**config.mk**
```make
export PLATFORM = sky130hd
export DESIGN_NAME = fs_rate_monitor
export DESIGN_NICKNAME = d
export VERILOG_FILES = /design/src/rtl/fs_rate_monitor.sv
export SDC_FILE = /design/constraint.sdc
export NUM_CORES = 1
export LEC_CHECK = 0
export ABC_AREA = 1
export CORE_ASPECT_RATIO = 0.7
export CORE_MARGIN = 10
export CORE_UTILIZATION = 50
export CTS_CLUSTER_DIAMETER = 100
export DETAILED_ROUTE_END_ITERATION = 8
export DONT_BUFFER_PORTS = 1
export GPL_ROUTABILITY_DRIVEN = 0
export PLACE_DENSITY_LB_ADDON = 0.12
export SLEW_MARGIN = 20
export SYNTH_ARGS = -nofsm -noshare
export SYNTH_HDL_FRONTEND = slang
export SYNTH_SLANG_ARGS = --single-unit
```
**constraint.sdc**
```tcl
create_clock -name clk -period 2.6 [get_ports clk]
set_clock_uncertainty 0.05 [all_clocks]
set_input_delay 0.39 -clock clk [delete_from_list [all_inputs] [get_ports clk]]
set_output_delay 0.39 -clock clk [all_outputs]
set_load 0.1 [all_outputs]
```
**src/rtl/fs_rate_monitor.sv**
```systemverilog
// fs_rate_monitor: brings the divided audio sample clock into the clk domain, emits sample ticks,
// measures each half-period and tracks lock. Optional macro FS_TICK_GATE_EN gates sample_tick to lock.
module fs_rate_monitor #(
    parameter int HALF_EXP = 1134,
    parameter int TOL      = 4,
    parameter int LOCK_N   = 4,
    parameter int TIMEOUT  = 4096,
    parameter int CNT_W    = 13
) (
    input  logic             clk,
    input  logic             reset,
    input  logic             s_clk_in,
    output logic             sample_tick,
    output logic [CNT_W-1:0] half_period,
    output logic             period_valid,
    output logic             locked,
    output logic             timeout,
    output logic [7:0]       err_count
);
    localparam int                GOOD_W   = $clog2(LOCK_N + 1);
    localparam int                CW1      = CNT_W + 1;
    localparam logic [CNT_W-1:0]  CNT_MAX  = '1;
    localparam logic [CNT_W-1:0]  TO_LAST  = CNT_W'(TIMEOUT - 1);
    localparam logic [GOOD_W-1:0] LOCK_CNT = GOOD_W'(LOCK_N);
    localparam logic signed [CNT_W:0] HALF_S = CW1'(HALF_EXP);
    localparam logic signed [CNT_W:0] TOL_S  = CW1'(TOL);

    typedef enum logic [1:0] {ACQ, TRACK, LOCKED} state_t;

    state_t             state, state_nx;
    logic               ff1, ff2, ff3;
    logic [CNT_W-1:0]   cnt;
    logic [GOOD_W-1:0]  good_cnt, good_nx;
    logic               edge_det, rise, meas_ok, tick_nx, pv_nx, to_nx;
    logic [CNT_W-1:0]   meas, hp_nx;
    logic [7:0]         err_nx;

    // Signed difference so measurements below the nominal value are judged symmetrically.
    function automatic logic in_tol_f(input logic [CNT_W-1:0] m);
        logic signed [CNT_W:0] diff;
        diff = $signed({1'b0, m}) - HALF_S;
        if (diff < 0) diff = -diff;
        return diff <= TOL_S;
    endfunction

    function automatic logic [7:0] sat_inc8(input logic [7:0] v);
        return (v == 8'hFF) ? v : v + 8'd1;
    endfunction

    always_ff @(posedge clk or posedge reset) begin
        if (reset) state <= ACQ;
        else       state <= state_nx;
    end

    always_comb begin
        edge_det = ff2 ^ ff3;
        rise     = ff2 & ~ff3;
        meas     = cnt + 1'b1;
        meas_ok  = in_tol_f(meas);
        state_nx = state;
        good_nx  = good_cnt;
        hp_nx    = half_period;
        pv_nx    = 1'b0;
        to_nx    = 1'b0;
        err_nx   = err_count;
`ifdef FS_TICK_GATE_EN
        tick_nx  = rise && (state == LOCKED);
`else
        tick_nx  = rise;
`endif
        case (state)
            ACQ: begin
                if (edge_det) begin
                    state_nx = TRACK;
                    good_nx  = '0;
                end
            end
            TRACK, LOCKED: begin
                if (edge_det) begin
                    hp_nx = meas;
                    pv_nx = 1'b1;
                    if (meas_ok) begin
                        if (state == TRACK) begin
                            good_nx = good_cnt + 1'b1;
                            if (good_nx == LOCK_CNT) state_nx = LOCKED;
                        end
                    end else begin
                        state_nx = TRACK;
                        good_nx  = '0;
                        err_nx   = sat_inc8(err_count);
                    end
                end else if (cnt == TO_LAST) begin
                    // Edge in the same cycle takes priority, so only reached without one.
                    to_nx    = 1'b1;
                    state_nx = ACQ;
                    good_nx  = '0;
                end
            end
            default: begin
                state_nx = ACQ;
                good_nx  = '0;
            end
        endcase
    end

    always_ff @(posedge clk or posedge reset) begin
        if (reset) begin
            ff1          <= 1'b0;
            ff2          <= 1'b0;
            ff3          <= 1'b0;
            cnt          <= '0;
            good_cnt     <= '0;
            half_period  <= '0;
            period_valid <= 1'b0;
            timeout      <= 1'b0;
            err_count    <= 8'd0;
            locked       <= 1'b0;
            sample_tick  <= 1'b0;
        end else begin
            ff1          <= s_clk_in;
            ff2          <= ff1;
            ff3          <= ff2;
            if (edge_det)            cnt <= '0;
            else if (cnt != CNT_MAX) cnt <= cnt + 1'b1;
            good_cnt     <= good_nx;
            half_period  <= hp_nx;
            period_valid <= pv_nx;
            timeout      <= to_nx;
            err_count    <= err_nx;
            locked       <= (state_nx == LOCKED);
            sample_tick  <= tick_nx;
        end
    end
endmodule

```
# [Yosys cells after proc, flatten, opt, wreduce, memory -nomap -nowiden]
# Index checks and enable logic that the tools add are counted.
[totals] regBits=46 input_bits=3 out_inout_bits=25 word_cells=61
[classes] addsub=5 n_lt_le_gt_ge=2 n_eq_ne=10 muxes=21 bitwise_logic=5 n_reduce_logical=6
[op_table] operator="$mux W13" n=2
[op_table] operator="$mux W3" n=5
[op_table] operator="$le A14 B4 Y1 const B" n=1
[op_table] operator="$lt A14 B1 Y1 const B" n=1
[op_table] operator="$mux W14" n=1
[op_table] operator="$neg A14 Y14" n=1
[op_table] operator="$sub A13 B11 Y14 const B" n=1
[op_table] operator="$add A13 B1 Y13 const B" n=1
[op_table] operator="$eq A13 B12 Y1 const B" n=1
[op_table] operator="$ne A13 B13 Y1 const B" n=1
[op_table] operator="$mux W2" n=6
[op_table] operator="$add A8 B1 Y8 const B" n=1
[op_table] operator="$eq A8 B8 Y1 const B" n=1
[op_table] operator="$pmux W3 S2" n=1
[op_table] operator="$mux W1" n=5
[op_table] operator="$eq A2 B2 Y1 const B" n=2
[op_table] operator="$ne A4 B4 Y1 const B" n=1
[op_table] operator="$pmux W2 S2" n=1
[op_table] operator="$reduce_and A4 Y1" n=1
[op_table] operator="$add A3 B1 Y3 const B" n=1
[op_table] operator="$eq A3 B3 Y1 const B" n=1
[op_table] operator="$ne A3 B3 Y1 const B" n=1
[op_table] operator="$not A1 Y1" n=3
[op_table] operator="$reduce_and A3 Y1" n=1
[op_table] operator="other kinds (8)" n=8

# [Longest topological paths before layout]
[depth] word_depth=9 depth_mapped=26 depth_no_buf=26

# [Worst setup path after synthesis]
# Ideal clock, no wire load.
[synth_timing] path_kind="register -> register" from="reg cnt[0]" to="reg err_count[6]" setup_time_ns=0.163 arrival_ns=2.653 required_ns=2.387 path_slack_ns=-0.266 stages_incl_launch_ff=23 n_path_buf=0 synth_period_minus_slack_ns=2.866 cell_sequence="dfrtp_1 > ha_1 > nand2_2 > nand2_1 > inv_1 > ha_1 > inv_1 > nand3_1 > nand2_1 > nand2_1 > nor2_2 > nand2_1 > nor2_1 > nand3_1 > nand2_1 > nand2_1 > nand2_1 > nand2_1 > nor2_1 > nand3_2 > nand2_4 > nor2_1 > xor2_1"
[synth_via] elab_chain_len=7 elab_cells_between_ends=8 cone_classes="add/sub: 3; order compare: 2; mux: 1; bitwise: 1; reduce/logical: 1"
[synth_lines] element="start: declaration" line="32" text="logic [CNT_W-1:0] cnt;"
[synth_lines] element="start signal: assignment" line="124" text="else if (cnt != CNT_MAX) cnt <= cnt + 1'b1;"
[synth_lines] element="$add A13 B1 Y13 (*)" line="58" text="meas = cnt + 1'b1;"
[synth_lines] element="named net meas[2]" line="35" text="logic [CNT_W-1:0] meas, hp_nx;"
[synth_lines] element="$sub A13 B11 Y14 (*)" line="41" text="diff = $signed({1'b0, m}) - HALF_S;"
[synth_lines] element="$neg A14 Y14 / $lt A14 B1 Y1 (equally long branches)" line="42" text="if (diff < 0) diff = -diff;"
[synth_lines] element="$mux W14 (*)" line="42"
[synth_lines] element="$le A14 B4 Y1 (*)" line="43" text="return diff <= TOL_S;"
[synth_lines] element="$not A1 Y1 (no source line) (*)"
[synth_lines] element="$reduce_and A4 Y1 (no source line) (*)"
[synth_lines] element="end signal: assignment" line="129" text="err_count <= err_nx;"
[synth_lines] element="end: declaration" line="18" text="output logic [7:0] err_count"
# The timed path passes the listed nets; every way through them passes the cells marked *.
# A chain may end at the register's enable or synchronous reset.

# [Final worst setup path]
# Same ends and word-level chain as after synthesis.

==> results by group <==
Final layout
  – Multi-input gate area: between 0.0015 and 0.002 mm^2
  – Synth-to-Final Area Change: 32.5%
  – Share of layout cells above drive strength 1: about 35%
  – Register area: approximately 0.0012 mm^2
  – Fill cells: ~470
  – Number of diodes: 0
  – Cell Count, Final, Fillers Out: 538
  – Design Area, Final: roughly 0.004 mm^2
  – Nets@finish: approximately 480

CTS
  – CTS Sinks: 46
  – Root buffer cell: clkbuf_8
  – Maximum clock path buffer count: 2
  – Total CTS buffers: 5
  – H-tree levels: 2
  – CTS tree: built
  – Clk slew on worst S/H paths: roughly 90 ps
  – Clk_lat worst skew: ~300 ps

Power
  – VDD IR max: roughly 0.00083 V
  – Lkg Pwr: 1.95 nW
  – Pwr dens: about 670 mW/mm^2

Global route
  – First-pass GRT wire length: roughly 12000 um
  – Largest net degree at the start of global routing: 28
  – GR Util All Layers: roughly 15%
  – Initial antenna violation count: 0
  – Remaining Overflow, GRT: 0
  – Vias in the first global route: 2582

Floorplanning
  – Ports: 28
  – Core footprint: approximately 0.0057 mm^2
  – Die area: about 0.0094 mm^2
  – Die X: 112 um
  – Rows: 23
  – Die Ht: about 84 um
  – Initial Util: about half

Synthesis
  – Unique masters post-synth: 31
  – Register area share after synthesis: between 30% and 40%
  – Seq cells post-synth: 46
  – Most common cell in the synthesized netlist: nand2_1
  – Yosys warns: 0
  – Avg Cell Area, Syn: ~7.4 um^2
  – EDFF count, synth: 0
  – Leading register cell type out of synthesis: dfrtp_1
  – Syn Inst Count: 398
  – Yosys top cell by area: dfrtp_1
  – Top-area cell type share of the netlist area: between 30% and 40%
  – Syn Nets: a little over 400
  – Synthesized area: about 0.003 mm^2
  – Synth top area cells: dfrtp_1, nand2_1, inv_1
  – Synth cell count leaders: nand2_1, dfrtp_1, inv_1
  – Asr flop ratio synth: 100%

Worst setup path
  – Reg2reg start: cnt[0]$_DFFE_PP0P_
  – Req. time, crit path: 2730 ps
  – Setup crit start: cnt[0]$_DFFE_PP0P_
  – Arrival time worst endpoint: about 3000 ps
  – Worst setup EP type: flop
  – Crit Path Category: flop to flop
  – Startpoint types: flop
  – Worst-path fanout max: 6

STA
  – Fin crit share: 112%
  – Slew headroom: around two fifths
  – Setup ws final: -316 ps
  – Final hold violations: 0
  – Max-slew violation count: 0
  – Final min period: ~2900 ps
  – RSZ-0062 raised after global routing: yes
  – Worst Tran Pin Value: a little over 900 ps
  – Max Clk Rate: ~340 MHz
  – Endpoints failing setup: 14

Route
  – Total wire length: around 7500 um
  – Drt wl/cell: between 10 and 15 um
  – Pre-antenna DRT Iters: 4
  – DR DRC count: 0
  – Final ANT Viol Nets: 0
  – Via density per instance: ~5.0
  – Via count: roughly 2700
  – Iter 0 DRT Violations: ~190

Job
  – Max-cap violations: 0

Hold path
  – Hold Path Origin: s_clk_in
  – Worst hold path type: input pin to flop

Placed design
  – Placed Area: approximately 0.0035 mm^2
  – Post-DP HPWL: ~5600 um
  – Port buffer count: 0
  – Dpl cells: ~520

Run status
  – Failing checks: setup timing
  – Status: finished with violations
==> power by group <==
group	switching, mW	internal [mW]	leakage, nW
combinational	0.708	0.304	1.28
sequential	0.270	0.798	0.611
clock	0.261	0.288	0.0585
==> state kept, by name, indices dropped and copies added, names as in the netlist <==
register      cells
ff2               1
state             2
err_count         8
ff3               1
timeout           1
half_period      13
sample_tick       1
good_cnt          3
ff1               1
period_valid      1
locked            1
cnt              13
==> metal layers <==
metal | global-route usage [%] | wire length [um] | vias to the layer above
met1 | 21.5 | 3690 | 1239
met3 | 3.84 | 447 | 7
met5 | 0 | 0 | -
li1 | - | - | 1395
met4 | 2.79 | 59 | 0
met2 | 23.0 | 3320 | 57
==> worst paths after layout <==
| kind | endpoint | slack [ps] | depth (start not counted) |
|---|---|---|---|
| max reg2reg | err_count[6]$_DFFE_PP0P_ | -320 | 22 |
| min | ff1$_DFF_PP0_ | 60 | 0 |
| max | err_count[6]$_DFFE_PP0P_ | -320 | 22 |
| min in group asynchronous | cnt[11]$_DFFE_PP0P_ | 550 | 2 |
| max in group asynchronous | ff1$_DFF_PP0_ | 1290 | 3 |
| min reg2reg | ff2$_DFF_PP0_ | 300 | 0 |
==> kinds of logic (layout without fill, tap and decap cells) <==
family / count (synthesis) / count (layout) / share of synthesized area, %
AND/OR/NAND/NOR: 223 / 224 / 35.3
buffers and inverters: 59 / 123 / 7.94
flip-flops: 46 / 46 / 39.1
AO/OA/AOI/OAI: 42 / 42 / 7.39
XOR/XNOR: 15 / 15 / 4.72
adder cells (fa/ha/maj): 13 / 13 / 5.52
==> critical path, cell delays in order, from the launching register on <==
cell and delay (ps):
dfrtp_2 490, ha_4 220, inv_2 50, nand2_2 60, nand2_4 70, inv_4 50, ha_4 160, inv_2 60
nand3_4 70, nand2_4 90, nand2_2 50, nor2_1 120, nand2_2 90, buf_4 150, nand3_1 70, nand2_1 60
a21oi_2 150, nand2_2 90, nor2_4 140, nand3_4 130, nand2_8 150, nor2_1 60, xor2_1 140
==> per-stage QoR <==
step	utilization, %	setup slack [ps]	total power, mW	setup TNS (ps)	hold WS, ps
after floorplan	-	-44.6	1.77	-127	281
after global placement	61.4	-198	2.02	-2350	283
after detailed placement	61.4	-286	2.05	-3400	292
after CTS	64.4	-283	2.62	-3300	54.7
after global routing	68.1	-505	2.76	-6770	52.9
final	68.1	-316	2.63	-3920	59.3
==> timing repair <==
action / in CTS / in global routing
setup endpoints to repair: 14 / 14
endpoints found under the hold margin: 26 / 0
setup buffers: 2 / 3
hold buffers: 1 / 0
cloned: 0 / 1
gates resized for setup: 11 / 46
pin swaps: 12 / 26
==> cell type report <==
cell class	instances	area share (%)
clock inverter	3	1.12
inverter	54	5.48
clock buffer	5	1.76
sequential	46	29.6
tap	75	2.41
multi-input combinational	294	47.7
timing repair buffer	61	11.9
==> cells in the final DEF, fill, tap and decap left out, types with 2 or more instances in the layout <==
cell,instances
nand2_4,9
nand3_2,6
a31oi_1,2
nand3_1,19
xnor2_1,4
o21ai_1,3
inv_6,2
xor2_2,2
a21oi_1,5
inv_2,10
inv_1,39
clkbuf_8,5
nor2_1,20
xor2_1,8
buf_4,59
o21ai_0,29
nand3_4,4
nor2_2,5
ha_1,9
nor2_4,12
nor3_1,3
dfrtp_2,3
dfrtp_1,43
nand2_1,99
nand2_2,28
ha_4,4
nand3b_1,3
nor3_2,2
clkinv_2,2
inv_4,2
nand4_1,13
Power figures use the tool's default switching activity.
